===== config.mk =====
export PLATFORM = sky130hd
export DESIGN_NAME = ub_readback_streamer
export DESIGN_NICKNAME = d
export VERILOG_FILES = /design/src/rtl/tpu_io_pkg.sv /design/src/rtl/row_byte_serializer.sv /design/src/rtl/ub_readback_streamer.sv
export SDC_FILE = /design/constraint.sdc
export NUM_CORES = 1
export LEC_CHECK = 0
export BUFFER_PORTS_ARGS = -buffer_cell sky130_fd_sc_hd__buf_4
export CAP_MARGIN = 20
export CORE_UTILIZATION = 45
export DETAILED_ROUTE_END_ITERATION = 8
export HOLD_SLACK_MARGIN = 0.06
export MAX_ROUTING_LAYER = met4
export PLACE_DENSITY = 0.68
export SLEW_MARGIN = 20
export SYNTH_ARGS = -nofsm -noshare
export SYNTH_HDL_FRONTEND = slang
export SYNTH_SLANG_ARGS = --single-unit

===== constraint.sdc =====
create_clock -name clk -period 2.2 [get_ports clk]
set_input_delay 0.11 -clock clk [delete_from_list [all_inputs] [get_ports clk]]
set_output_delay 0.11 -clock clk [all_outputs]
set_load 0.05 [all_outputs]

===== src/rtl/tpu_io_pkg.sv =====
// Shared types and default sizes for the TPU board-test I/O blocks.
// Used by the UB readback streamer and its byte serializer.
package tpu_io_pkg;

  localparam int         TPU_UB_ADDR_W = 8;
  localparam int         TPU_UB_DATA_W = 256;
  localparam logic [7:0] TPU_HDR_BYTE  = 8'hA5;

  typedef enum logic [2:0] {
    IDLE,
    HDR,
    CNT,
    RD,
    WAIT,
    SHIFT,
    CSUM
  } stream_state_t;

  function automatic int bytes_per_row(input int data_w);
    return data_w / 8;
  endfunction

  // A single-byte row still needs a one-bit index register.
  function automatic int index_width(input int n);
    return (n > 1) ? $clog2(n) : 1;
  endfunction

endpackage


===== src/rtl/row_byte_serializer.sv =====
// Holds one UB row and hands it out a byte at a time, little-endian,
// keeping a running XOR of every byte handed out since the last clear.
module row_byte_serializer
  import tpu_io_pkg::*;
#(
  parameter int DATA_W = TPU_UB_DATA_W
) (
  input  logic              clk,
  input  logic              rst_n,
  input  logic              i_clear,
  input  logic              i_load,
  input  logic [DATA_W-1:0] i_data,
  input  logic              i_advance,
  output logic [7:0]        o_byte,
  output logic              o_last,
  output logic [7:0]        o_csum
);

  localparam int NBYTES = bytes_per_row(DATA_W);
  localparam int IDX_W  = index_width(NBYTES);

  logic [DATA_W-1:0] r_shift;
  logic [IDX_W-1:0]  r_idx;
  logic [7:0]        r_csum;

  always_ff @(posedge clk or negedge rst_n) begin
    if (!rst_n) begin
      r_shift <= '0;
      r_idx   <= '0;
      r_csum  <= '0;
    end else begin
      if (i_load) begin
        r_shift <= i_data;
        r_idx   <= '0;
      end else if (i_advance) begin
        r_shift <= r_shift >> 8;
        r_idx   <= r_idx + IDX_W'(1);
      end
      // The checksum folds in the byte on the cycle it leaves.
      if (i_clear) begin
        r_csum <= '0;
      end else if (i_advance) begin
        r_csum <= r_csum ^ r_shift[7:0];
      end
    end
  end

  assign o_byte = r_shift[7:0];
  assign o_last = (r_idx == IDX_W'(NBYTES - 1));
  assign o_csum = r_csum;

endmodule


===== src/rtl/ub_readback_streamer.sv =====
// Reads a range of Unified Buffer rows and streams them as a framed byte
// sequence (header, row count, payload, XOR checksum) toward the UART TX path.
module ub_readback_streamer
  import tpu_io_pkg::*;
#(
  parameter int         UB_ADDR_W  = TPU_UB_ADDR_W,
  parameter int         UB_DATA_W  = TPU_UB_DATA_W,
  parameter int         RD_LATENCY = 1,
  parameter logic [7:0] HDR_BYTE   = TPU_HDR_BYTE
) (
  input  logic                 clk,
  input  logic                 rst_n,
  input  logic                 start,
  input  logic [UB_ADDR_W-1:0] base_addr,
  input  logic [7:0]           num_rows,
  input  logic                 abort,
  output logic                 busy,
  output logic                 done,
  output logic                 ub_rd_en,
  output logic [UB_ADDR_W-1:0] ub_rd_addr,
  input  logic [UB_DATA_W-1:0] ub_rd_data,
  output logic [7:0]           tx_data,
  output logic                 tx_valid,
  input  logic                 tx_ready
);

  stream_state_t        r_state;
  stream_state_t        w_next;
  logic [UB_ADDR_W-1:0] r_addr;
  logic [8:0]           r_rows_left;
  logic [1:0]           r_lat;
  logic                 r_done;

  logic       w_xfer;
  logic       w_start_ok;
  logic       w_lat_last;
  logic       w_load;
  logic       w_shift;
  logic       w_row_done;
  logic [7:0] w_ser_byte;
  logic       w_ser_last;
  logic [7:0] w_csum;

  assign w_xfer     = tx_valid && tx_ready;
  assign w_start_ok = (r_state == IDLE) && start && !abort;
  assign w_lat_last = (r_lat == 2'(RD_LATENCY - 1));
  assign w_load     = (r_state == WAIT) && w_lat_last && !abort;
  assign w_shift    = (r_state == SHIFT) && w_xfer && !abort;
  assign w_row_done = w_shift && w_ser_last;

  row_byte_serializer #(
    .DATA_W(UB_DATA_W)
  ) u_ser (
    .clk      (clk),
    .rst_n    (rst_n),
    .i_clear  (w_start_ok),
    .i_load   (w_load),
    .i_data   (ub_rd_data),
    .i_advance(w_shift),
    .o_byte   (w_ser_byte),
    .o_last   (w_ser_last),
    .o_csum   (w_csum)
  );

  always_ff @(posedge clk or negedge rst_n) begin
    if (!rst_n) begin
      r_state <= IDLE;
    end else begin
      r_state <= w_next;
    end
  end

  // Abort from any active state wins over everything, including a start in IDLE.
  always_comb begin
    w_next = r_state;
    if (abort && (r_state != IDLE)) begin
      w_next = IDLE;
    end else begin
      case (r_state)
        IDLE:    if (w_start_ok) w_next = HDR;
        HDR:     if (w_xfer) w_next = CNT;
        CNT:     if (w_xfer) w_next = RD;
        RD:      w_next = WAIT;
        WAIT:    if (w_lat_last) w_next = SHIFT;
        SHIFT:   if (w_xfer && w_ser_last) w_next = (r_rows_left == 9'd1) ? CSUM : RD;
        CSUM:    if (w_xfer) w_next = IDLE;
        default: w_next = IDLE;
      endcase
    end
  end

  // Before any row is consumed, the low byte of rows_left is the raw count byte.
  always_comb begin
    tx_valid = 1'b0;
    tx_data  = 8'h00;
    ub_rd_en = 1'b0;
    case (r_state)
      HDR: begin
        tx_valid = 1'b1;
        tx_data  = HDR_BYTE;
      end
      CNT: begin
        tx_valid = 1'b1;
        tx_data  = r_rows_left[7:0];
      end
      RD: begin
        ub_rd_en = 1'b1;
      end
      SHIFT: begin
        tx_valid = 1'b1;
        tx_data  = w_ser_byte;
      end
      CSUM: begin
        tx_valid = 1'b1;
        tx_data  = w_csum;
      end
      default: begin
        tx_valid = 1'b0;
      end
    endcase
  end

  always_ff @(posedge clk or negedge rst_n) begin
    if (!rst_n) begin
      r_addr      <= '0;
      r_rows_left <= '0;
      r_lat       <= '0;
      r_done      <= 1'b0;
    end else begin
      r_done <= (r_state == CSUM) && w_xfer && !abort;
      if (w_start_ok) begin
        r_addr      <= base_addr;
        r_rows_left <= (num_rows == 8'd0) ? 9'd256 : {1'b0, num_rows};
      end else if (w_row_done) begin
        r_addr      <= r_addr + UB_ADDR_W'(1);
        r_rows_left <= r_rows_left - 9'd1;
      end
      if (r_state == RD) begin
        r_lat <= 2'd0;
      end else if ((r_state == WAIT) && !w_lat_last) begin
        r_lat <= r_lat + 2'd1;
      end
    end
  end

  assign busy       = (r_state != IDLE);
  assign done       = r_done;
  assign ub_rd_addr = r_addr;

endmodule


; ---- Yosys cells after proc, flatten, opt, wreduce, memory -nomap -nowiden
; Index checks and enable logic that the tools add are counted.
; Widths: inputs -> output; s select.
[word_totals]
register_bits = 292
input_bits = 277
out_inout_bits = 20
word_cells = 77
[op_classes]
add_sub_neg = 4
eq_ne = 14
mux = 25
n_bitwise = 1
n_reduce_logical = 25
[op_table]
columns = op, n
row1 = $mux 256, 2
row2 = $mux 8, 4
row3 = $pmux 8 s4, 1
row4 = $mux 9, 3
row5 = $mux 3, 8
row6 = $pmux 3 s7, 1
row7 = $logic_and 1x1->1, 13
row8 = $ne 3x3->1 const B, 4
row9 = $mux 5, 2
row10 = $eq 3x3->1 const B, 3
row11 = $eq 9x1->1 const B, 1
row12 = $sub 9x1->9 const B, 1
row13 = $add 8x1->8 const B, 1
row14 = $logic_not 8->1, 1
row15 = $reduce_bool 2->1, 4
row16 = $xor 8x8->8, 1
row17 = $eq 3x2->1 const B, 2
row18 = $ne 3x1->1 const B, 2
row19 = $reduce_and 6->1, 1
row20 = $add 5x1->5 const B, 1
row21 = $eq 5x5->1 const B, 1
row22 = $mux 2, 2
row23 = $reduce_or 4->1, 1
row24 = $eq 3x1->1 const B, 1
row25 = other kinds (6), 8

; ---- Depth between registers and ports, before layout
; Gate-level depths: netlist of the first run.
[logic_depth]
depth_word = 9
ltp_mapped = 10
mapped_depth_nobuf = 7

; ---- Hierarchy
; From an unflattened synthesis of the first run, not the netlist that was laid out.
[hier_totals]
cells_unflattened = 1367
hier_area_um2 = 14139.8
[by_module_without_submodules]
columns = mod, instances, cells_per_inst, area_each_um2, seq_area_each_um2
row1 = row_byte_serializer, 1, 1174, 12485.7, 6731.5
row2 = ub_readback_streamer, 1, 193, 1654.1, 575.6

; ---- Worst setup path after synthesis of the first run
; No wires, ideal clock.
[synth_path]
path_kind = reg2out
startpoint = register r_state[1]
endpoint = output tx_data[6]
arrival_ns = 2.255
required_time_ns = 2.090
setup_slack_ns = -0.165
path_stages_with_launch = 6
n_path_buf = 2
path_cell_list = dfrtp_1 -> nor2b_1 -> clkbuf_1 -> clkbuf_1 -> a22oi_1 -> o21ai_0
[synth_between]
elab_chain_cells = 2
elab_cells_between_ends = 5
classes_between = 4 x eq/ne / 1 x mux
[synth_lines]
columns = element, line_no
row1 = "start, declared", ub_readback_streamer.sv:27  ; stream_state_t r_state;
row2 = "start signal, assigned", ub_readback_streamer.sv:69  ; r_state <= w_next;
row3 = $eq 3x3->1 (tied with other cells), ub_readback_streamer.sv:97  ; case (r_state)
row4 = $pmux 8 s4 (*), ub_readback_streamer.sv:97
row5 = "end, declared", ub_readback_streamer.sv:22  ; output logic [7:0] tx_data,
; Every way passes the cells marked *; elsewhere a longest branch is shown, timed or not.

; ---- Worst setup path after layout of the first run
[layout_path]
startpoint = register r_state[1]
endpoint = output tx_data[3]
; The elaborated chain is that of the path after synthesis.

==> results_dict.tcl, run 1 <==
set metrics [dict create \
    finalCriticalPeriod_ps 2110 \
    synth_edf_count 0 \
    antenna_found_initial 6 \
    postSynthCellCount 1343 \
    viasPerCell 5.29 \
    post-dp-hpwl_um 24500 \
    initial_core_util_pct 45.9 \
    grt_usage_pct 25.6 \
    final_cells 2323 \
    clk_latency_ps 560 \
    yosysMostFrequentCell "dfrtp_1" \
    final_max_slew_viol_count 0 \
    clock_skew_ps 11.2 \
    avgSynthCellArea_um2 10.5 \
    syn-cell-area_mm2 0.0141 \
    place_inst 1980 \
    max-slew-margin-rel_pct 68.0 \
    yosysTopAreaCell "dfrtp_1" \
    cp-end-kind "output pin" \
    grt_overflow 0 \
    ctsRootBufferMaster "clkbuf_16" \
    post-place-ws_ps 107 \
    placed_cell_area_mm2 0.0166 \
    worstPathArrival_ps 2000 \
    global_route.usage.met1_pct 31.6 \
    synth_flop_cell "dfrtp_1" \
    p_per_area_mw_per_mm2 941 \
    required_ps 2090 \
    r2r_slack_ps 110 \
    r2r-end "r_rows_left[3]" \
    finalSetupViolCount 0 \
    final_antenna_net_count 0 \
    p_leak_nw 10.7 \
    status "finished clean" \
    grt_use_met2_pct 43.0 \
    yosys_warnings 0 \
    regArea_mm2 0.00731 \
    synthArstFlopShare_pct 100 \
    synth_fp_nets 1626 \
    numPortBuffers 296 \
    grt_max_degree 82 \
    vias 12300 \
    wl_per_cell_um 17.3 \
    worstPathMaxFanout 15 \
    clk_pin_slew_ps 60 \
    fin_ws_ps 91.2 \
    final.setup.tns_ps 0 \
    grt_pass1_vias 12600 \
    fillers 2180 \
    drive_gt1_share_pct 21.7 \
    grt_pass1_wl_um 63200 \
    start_kind "register" \
    peakVddDrop_v 0.000585 \
    hold_slack_ps 79.4 \
    dr.pass1.iters 5 \
    max_freq_ghz 0.474 \
    max_slew.worst_pin.slew_ps 481 \
    drc 0 \
    yosysUniqueCellTypes 58 \
    die_y_um 179 \
    rows 64 \
    fin_area_mm2 0.0205 \
    netlist.area_leader.share_pct 51.9 \
    timing.final.crit_share_pct 95.9 \
    max_cap_violations 0 \
    reg2reg_from "u_ser.r_idx[0]" \
    grt.busiest_layer "met2" \
    rsz0062_at_grt "no" \
    synth_commonest_cells "dfrtp_1 (292), nand2_1 (265), mux2i_1 (251)" \
    coreArea_mm2 0.0307 \
    finalPower_mw 19.3 \
    ys_ff_latch 292 \
    synth.area.top_cells "dfrtp_1 (52%), mux2i_1 (18%), nand2_1 (7.1%), o21ai_1 (4.7%), o21ai_0 (4.6%)" \
    fin_nets 2178 \
    use_met3_pct 3.37 \
    hold_path.class "in2async" \
    post-route-util_pct 66.7 \
    htree_levels 1 \
    drtIter0Drc 770 \
    multi_input_area_mm2 0.00599 \
    area_growth_pct 45.3 \
    routed_wl_um 40100 \
    cts_buffer_depth 3 \
    critical_path_class "reg2out" \
    die_x_um 179 \
    cts_buffers 31 \
    reg2reg_depth 7 \
    clock_sinks 292 \
    hold_violations 0 \
    cts_tree "done" \
    die_area_mm2 0.0320 \
    place.gp.congestion 0.842 \
    yosysSeqAreaShare_pct 51.9 \
    io_pins 297 \
]
[state kept, by name (all words and copies together), names as in the netlist]
| signal | flops |
|---|---|
| ub_rd_addr | 8 |
| r_state | 3 |
| done | 1 |
| r_lat | 2 |
| u_ser.r_idx | 5 |
| u_ser.o_csum | 8 |
| u_ser.r_shift | 256 |
| r_rows_left | 9 |
[area by class of cell]
class                           instances  area share, %
Sequential cell                       292           35.7
Antenna cell                            7         0.0856
Inverter                                6          0.128
Tap cell                              396           2.42
Multi-Input combinational cell        943           29.3
Clock inverter                         19           1.06
Clock buffer                           39           4.13
Timing Repair Buffer                  621           27.2
[where the power goes]
group          internal [mW]  leakage [nW]  switching, mW  total [mW]
registers               7.76          3.80           1.69        9.45
logic                   2.35          6.37           2.06        4.42
clock network           3.20         0.521           2.19        5.39
[cell families (layout without fill, tap and decap cells)]
logic type                 count (synthesis)  after routing  share of synthesized area (%)
AOI/OAI and AO/OA                        314            314                           12.1
xor gates and xnor gates                  15             15                          0.933
adders and majority gates                  6              6                          0.533
buffers and inverters                    108            685                           5.74
DFF                                      292            292                           51.9
muxes                                    253            253                           18.0
other                                      0              7                              0
and+or+nand+nor                          355            355                           10.8
[placed cells by master, fill, tap and decap left out, types with 6 or more instances in the layout]
cell / netlist / final
nand3_1: 15 / 15
xor2_1: 14 / 14
a21oi_1: 12 / 12
mux2i_1: 251 / 251
nand2_1: 265 / 265
a22oi_1: 7 / 6
o21ai_1: 132 / 136
a22o_1: 8 / 8
clkbuf_16: 0 / 31
a211oi_1: 8 / 8
dfrtp_1: 292 / 290
buf_4: 15 / 328
ha_1: 6 / 6
nor3_1: 6 / 6
nor2_1: 28 / 28
o21ai_0: 129 / 125
diode_2: 0 / 7
buf_12: 0 / 16
dlygate4sd3_1: 0 / 275
and3_1: 10 / 10
clkinv_2: 0 / 8
[critical path, stage by stage, from the launching register on]
cell	delay (ps)
dfrtp_1	370
buf_4	180
nor2b_1	140
buf_4	170
a22oi_2	130
nor2_1	60
a31o_2	210
buf_4	180
[what timing repair did]
action / CTS / global route
buffers inserted: 2 / 1
setup endpoints to repair: 5 / 8
pin swaps: 0 / 1
hold endpoints to repair: 579 / 0
hold buffers: 275 / 0
gates resized for setup: 1 / 5
[how the worst max path moves through the flow]
stage	start	end	slack (ps)	depth (start not counted)
2_1_floorplan	u_ser.r_idx[0]	r_rows_left[3]	140	8
4_1_cts	r_state[2]	tx_data[4]	10	6
5_1_grt	r_state[1]	tx_data[3]	1	7
3_5_place_dp	u_ser.r_idx[0]	r_rows_left[3]	110	7
6_report	r_state[1]	tx_data[3]	90	7
3_3_place_gp	u_ser.r_idx[0]	r_rows_left[4]	140	7
[routing by layer]
| metal | up-vias | routed length (um) |
|---|---|---|
| met5 | - | 0 |
| met4 | 0 | 1470 |
| met3 | 114 | 2130 |
| met2 | 435 | 20100 |
| met1 | 5939 | 16400 |
| li1 | 5811 | - |
No activity file was read; power rests on OpenSTA's default activity.
==> run 2: changes to the inputs <==
--- a/config.mk
+++ b/config.mk
@@ -12,6 +12,7 @@
 export HOLD_SLACK_MARGIN = 0.06
 export MAX_ROUTING_LAYER = met4
 export PLACE_DENSITY = 0.68
+export RECOVER_POWER = 25
 export SLEW_MARGIN = 20
 export SYNTH_ARGS = -nofsm -noshare
 export SYNTH_HDL_FRONTEND = slang
==> results_dict.tcl, run 2 (synthesis results as in run 1) <==
set metrics [dict create \
    fin_nets 2178 \
    p_leak_nw 10.7 \
    required_ps 2090 \
    regMostFlops "u_ser.r_shift" \
    start_kind "register" \
    hold_violations 0 \
    ctsRootBufferMaster "clkbuf_16" \
    timing.final.crit_share_pct 95.8 \
    rsz0062_at_grt "no" \
    path_common_cell "buf_4" \
    fin_ws_ps 92.2 \
    numPortBuffers 296 \
    die_area_mm2 0.0320 \
    max_cap_violations 1 \
    wl_per_cell_um 17.3 \
    drc 0 \
    vias 12300 \
    final_max_slew_viol_count 54 \
    slowest_delay_ps 370 \
    grt_overflow 0 \
    final.setup.tns_ps 0 \
    post-dp-hpwl_um 24500 \
    max-slew-margin-rel_pct -3.15 \
    crit_family "buffers and inverters" \
    reg_top3 "u_ser.r_shift: 256 flops, r_rows_left: 9 flops" \
    io_pins 297 \
    viasPerCell 5.29 \
    coreArea_mm2 0.0307 \
    fillers 2186 \
    final_common_cell "buf_4" \
    grt_pass1_vias 12600 \
    grt_usage_pct 25.6 \
    critical_path_class "reg2out" \
    max_slew.worst_pin.slew_ps 1550 \
    max_freq_ghz 0.474 \
    finalCriticalPeriod_ps 2110 \
    clk_latency_ps 560 \
    final_antenna_net_count 0 \
    initial_core_util_pct 45.9 \
    clock_sinks 292 \
    violations "max-capacitance violations, max-slew violations" \
    die_y_um 179 \
    place.gp.congestion 0.842 \
    status "finished with violations" \
    antenna_found_initial 6 \
    dr.pass1.iters 5 \
    cts_buffer_depth 3 \
    cpMaxStageDelayCell "dfrtp_1" \
    cp_cell_sequence "buf_4 > nor2b_1 > buf_4 > a22oi_2 > nor2_1 > a31o_2 > buf_4" \
    cts_buffers 31 \
    peakVddDrop_v 0.000585 \
    area_growth_pct 45.1 \
    final_cell_mix "buf_4 (326), dfrtp_1 (290), dlygate4sd3_1 (275), nand2_1 (265), mux2i_1 (251)" \
    worst-path-buf-inv 3 \
    clk_pin_slew_ps 60 \
    finalSetupViolCount 0 \
    post-place-ws_ps 107 \
    worstPathArrival_ps 2000 \
    hold_slack_ps 163 \
    cp-end-kind "output pin" \
    worstPathMaxFanout 15 \
    drtIter0Drc 770 \
    p_per_area_mw_per_mm2 942 \
    grt_pass1_wl_um 63200 \
    rows 64 \
    die_x_um 179 \
    clock_skew_ps 11.2 \
    hold_path.class "in2reg" \
    largest_reg_flops 256 \
    grt_max_degree 82 \
    htree_levels 1 \
    cts_tree "done" \
    routed_wl_um 40100 \
    drive_gt1_share_pct 21.7 \
]
## run 2: cell types whose count changed in the layout (fill, tap and decap cells not counted), sizes merged
cell and change:
buf -3, clkbuf +3
## run 2: stage by stage
step           power [mW]  instance area [um^2]  util, %  instances
2_1_floorplan        11.6                 14100        -       1343
3_3_place_gp         13.1                 16600     54.1       1980
3_5_place_dp         13.4                 16600     54.1       1980
4_1_cts              19.3                 20400     66.6       2315
5_1_grt              20.4                 20400     66.6       2322
6_report             19.3                 20400     66.6       2323
## run 2: power by group
| group | internal [mW] | switching [mW] | total, mW |
|---|---|---|---|
| Sequential | 7.76 | 1.69 | 9.45 |
| Combinational | 2.35 | 2.06 | 4.41 |
| Clock | 3.20 | 2.19 | 5.39 |
## run 2: area by class of cell
type                            count  area (um^2)  area share, %
Sequential cell                   292         7310           35.8
Multi-Input combinational cell    943         5990           29.3
Antenna cell                        7         17.5         0.0857
Clock inverter                     19          218           1.07
Tap cell                          396          495           2.42
Clock buffer                       39          846           4.14
Inverter                            6         26.3          0.129
Timing Repair Buffer              621         5540           27.1
## run 2: repair_timing
item / in CTS / in global routing
endpoints found under the setup margin: 5 / 8
hold endpoints to repair: 579 / 0
cloned: 0 / 0
gates resized for setup: 1 / 5
setup buffers: 2 / 1
pin swaps: 0 / 1
hold buffers: 275 / 0
## run 2: final timing paths
kind / start / endpoint / slack (ps) / cells past startpoint
max in group asynchronous: rst_n / u_ser.r_shift[15] / 430 / 3
min in group asynchronous: rst_n / r_rows_left[2] / 480 / 2
worst min register to register: u_ser.r_shift[251] / u_ser.r_shift[251] / 500 / 1
worst max-delay path: r_state[1] / tx_data[3] / 90 / 7
worst min-delay path: start / r_state[0] / 160 / 5
worst max register to register: u_ser.r_idx[0] / r_rows_left[4] / 110 / 7
## run 2: worst min-delay path: stages
cell,delay [ps]
buf_4,130
nor2_1,80
o2bb2ai_1,70
or4b_1,150
o311ai_0,120
## run 2: metal layers
layer | GRT usage, % | up-vias | routed length [um]
met2 | 43.0 | 428 | 20100
met4 | 9.32 | 0 | 1470
met5 | - | - | 0
met1 | 31.6 | 5941 | 16500
met3 | 3.37 | 114 | 2100
li1 | - | 5813 | -
==> run 3: changes to the inputs <==
--- a/config.mk
+++ b/config.mk
@@ -13,7 +13,9 @@
 export MAX_ROUTING_LAYER = met4
 export PLACE_DENSITY = 0.68
 export RECOVER_POWER = 25
+export SETUP_SLACK_MARGIN = 0.2
 export SLEW_MARGIN = 20
 export SYNTH_ARGS = -nofsm -noshare
 export SYNTH_HDL_FRONTEND = slang
 export SYNTH_SLANG_ARGS = --single-unit
+export TNS_END_PERCENT = 100
==> results_dict.tcl, run 3 (synthesis results as in run 1) <==
set metrics [dict create \
    clk_pin_slew_ps 60 \
    cts_buffer_depth 3 \
    die_area_mm2 0.0320 \
    cts_buffers 31 \
    io_pins 297 \
    place_inst 1977 \
    coreArea_mm2 0.0307 \
    drtIter0Drc 915 \
    area_growth_pct 47.3 \
    place.gp.congestion 0.863 \
    worstPathArrival_ps 1870 \
    ctsRootBufferMaster "clkbuf_16" \
    peakVddDrop_v 0.000615 \
    finalCriticalPeriod_ps 1980 \
    cp-end-kind "output pin" \
    max_slew.worst_pin.slew_ps 1040 \
    post-place-ws_ps 127 \
    die_x_um 179 \
    grt_usage_pct 26.3 \
    start_kind "register" \
    final_max_slew_viol_count 0 \
    reg2reg_depth 8 \
    clk_latency_ps 560 \
    fin_nets 2200 \
    grt_pass1_vias 12800 \
    fin_ws_ps 218 \
    regMostFlops "u_ser.r_shift" \
    r2r_slack_ps 220 \
    required_ps 2090 \
    dr.pass1.iters 5 \
    status "finished clean" \
    grt_overflow 0 \
    initial_core_util_pct 45.9 \
    vias 12500 \
    post-dp-hpwl_um 24800 \
    clock_sinks 292 \
    timing.final.crit_share_pct 90.1 \
    r2r-end "r_rows_left[6]" \
    clock_skew_ps 17.5 \
    drc 0 \
    p_per_area_mw_per_mm2 918 \
    p_leak_nw 10.8 \
    final_antenna_net_count 0 \
    reg2reg_from "u_ser.r_idx[0]" \
    finalSetupViolCount 0 \
    rsz0062_at_grt "yes" \
    fillers 2182 \
    worstPathMaxFanout 11 \
    finalPower_mw 19.1 \
    critical_path_class "reg2out" \
    hold_path.class "in2async" \
    grt_pass1_wl_um 64800 \
    rows 64 \
    final_cell_mix "buf_4 (330), dfrtp_1 (290), dlygate4sd3_1 (275), nand2_1 (265), mux2i_1 (250)" \
    multi_input_area_mm2 0.00607 \
    die_y_um 179 \
    cts_tree "done" \
    max-slew-margin-rel_pct 30.4 \
    htree_levels 1 \
    regArea_mm2 0.00731 \
    routed_wl_um 42000 \
    antenna_found_initial 4 \
    final.setup.tns_ps 0 \
    grt_max_degree 110 \
    viasPerCell 5.33 \
    max_freq_ghz 0.504 \
    reg_top3 "u_ser.r_shift: 256 flops, r_rows_left: 9 flops" \
    final_common_cell "buf_4" \
    drive_gt1_share_pct 22.9 \
    numPortBuffers 296 \
    hold_violations 0 \
    wl_per_cell_um 17.9 \
    final_cells 2342 \
    largest_reg_flops 256 \
    max_cap_violations 0 \
]
run 3: power by group:
group | total (mW) | internal [mW] | switching [mW] | leakage, nW
logic | 4.53 | 2.42 | 2.11 | 6.51
clock network | 5.07 | 2.92 | 2.15 | 0.476
registers | 9.45 | 7.76 | 1.69 | 3.80
run 3: area by class of cell:
type | instances | share of cell area (%)
sequential | 292 | 35.2
multi-input combinational | 943 | 29.2
timing repair buffer | 643 | 28.2
clock buffer | 40 | 4.05
tap | 396 | 2.39
clock inverter | 15 | 0.705
inverter | 6 | 0.139
antenna | 7 | 0.0844
run 3: how the worst max path moves through the flow:
stage | startpoint | to | depth (start not counted)
floorplan | u_ser.r_idx[0] | r_rows_left[3] | 8
global placement | u_ser.r_idx[0] | r_rows_left[4] | 7
detailed placement | u_ser.r_idx[0] | r_rows_left[4] | 7
CTS | r_state[0] | tx_data[0] | 6
global route | r_state[0] | tx_data[3] | 6
finish | r_state[0] | tx_data[3] | 6
run 3: worst max-delay path, cell delays in order, from the launching register on:
cell and delay [ps]:
dfrtp_2 420, nor2b_1 140, buf_6 140, a22oi_2 170, nor2_1 60, a31o_2 240, buf_6 150
run 3: routing by layer:
layer	GRT usage (%)	up-vias	part of all wire (%)
li1	-	5866	-
met1	32.8	6058	41
met2	44.2	461	50
met3	3.29	99	5.3
met4	9.04	0	3.4
met5	-	-	0
run 3: metrics by stage:
step	utilization, %	area, um^2	hold WS (ps)
after floorplan	-	14100	-186
after global placement	54.3	16600	107
after detailed placement	54.3	16600	113
after CTS	66.9	20500	125
after global routing	67.6	20700	116
final	67.7	20800	112
run 3: repair_timing:
action / CTS / global route
buffers inserted: 11 / 12
hold endpoints to repair: 579 / 0
pin swaps: 0 / 6
endpoints found under the setup margin: 29 / 238
hold buffers: 275 / 0
cloned: 0 / 5
resized for setup: 13 / 24
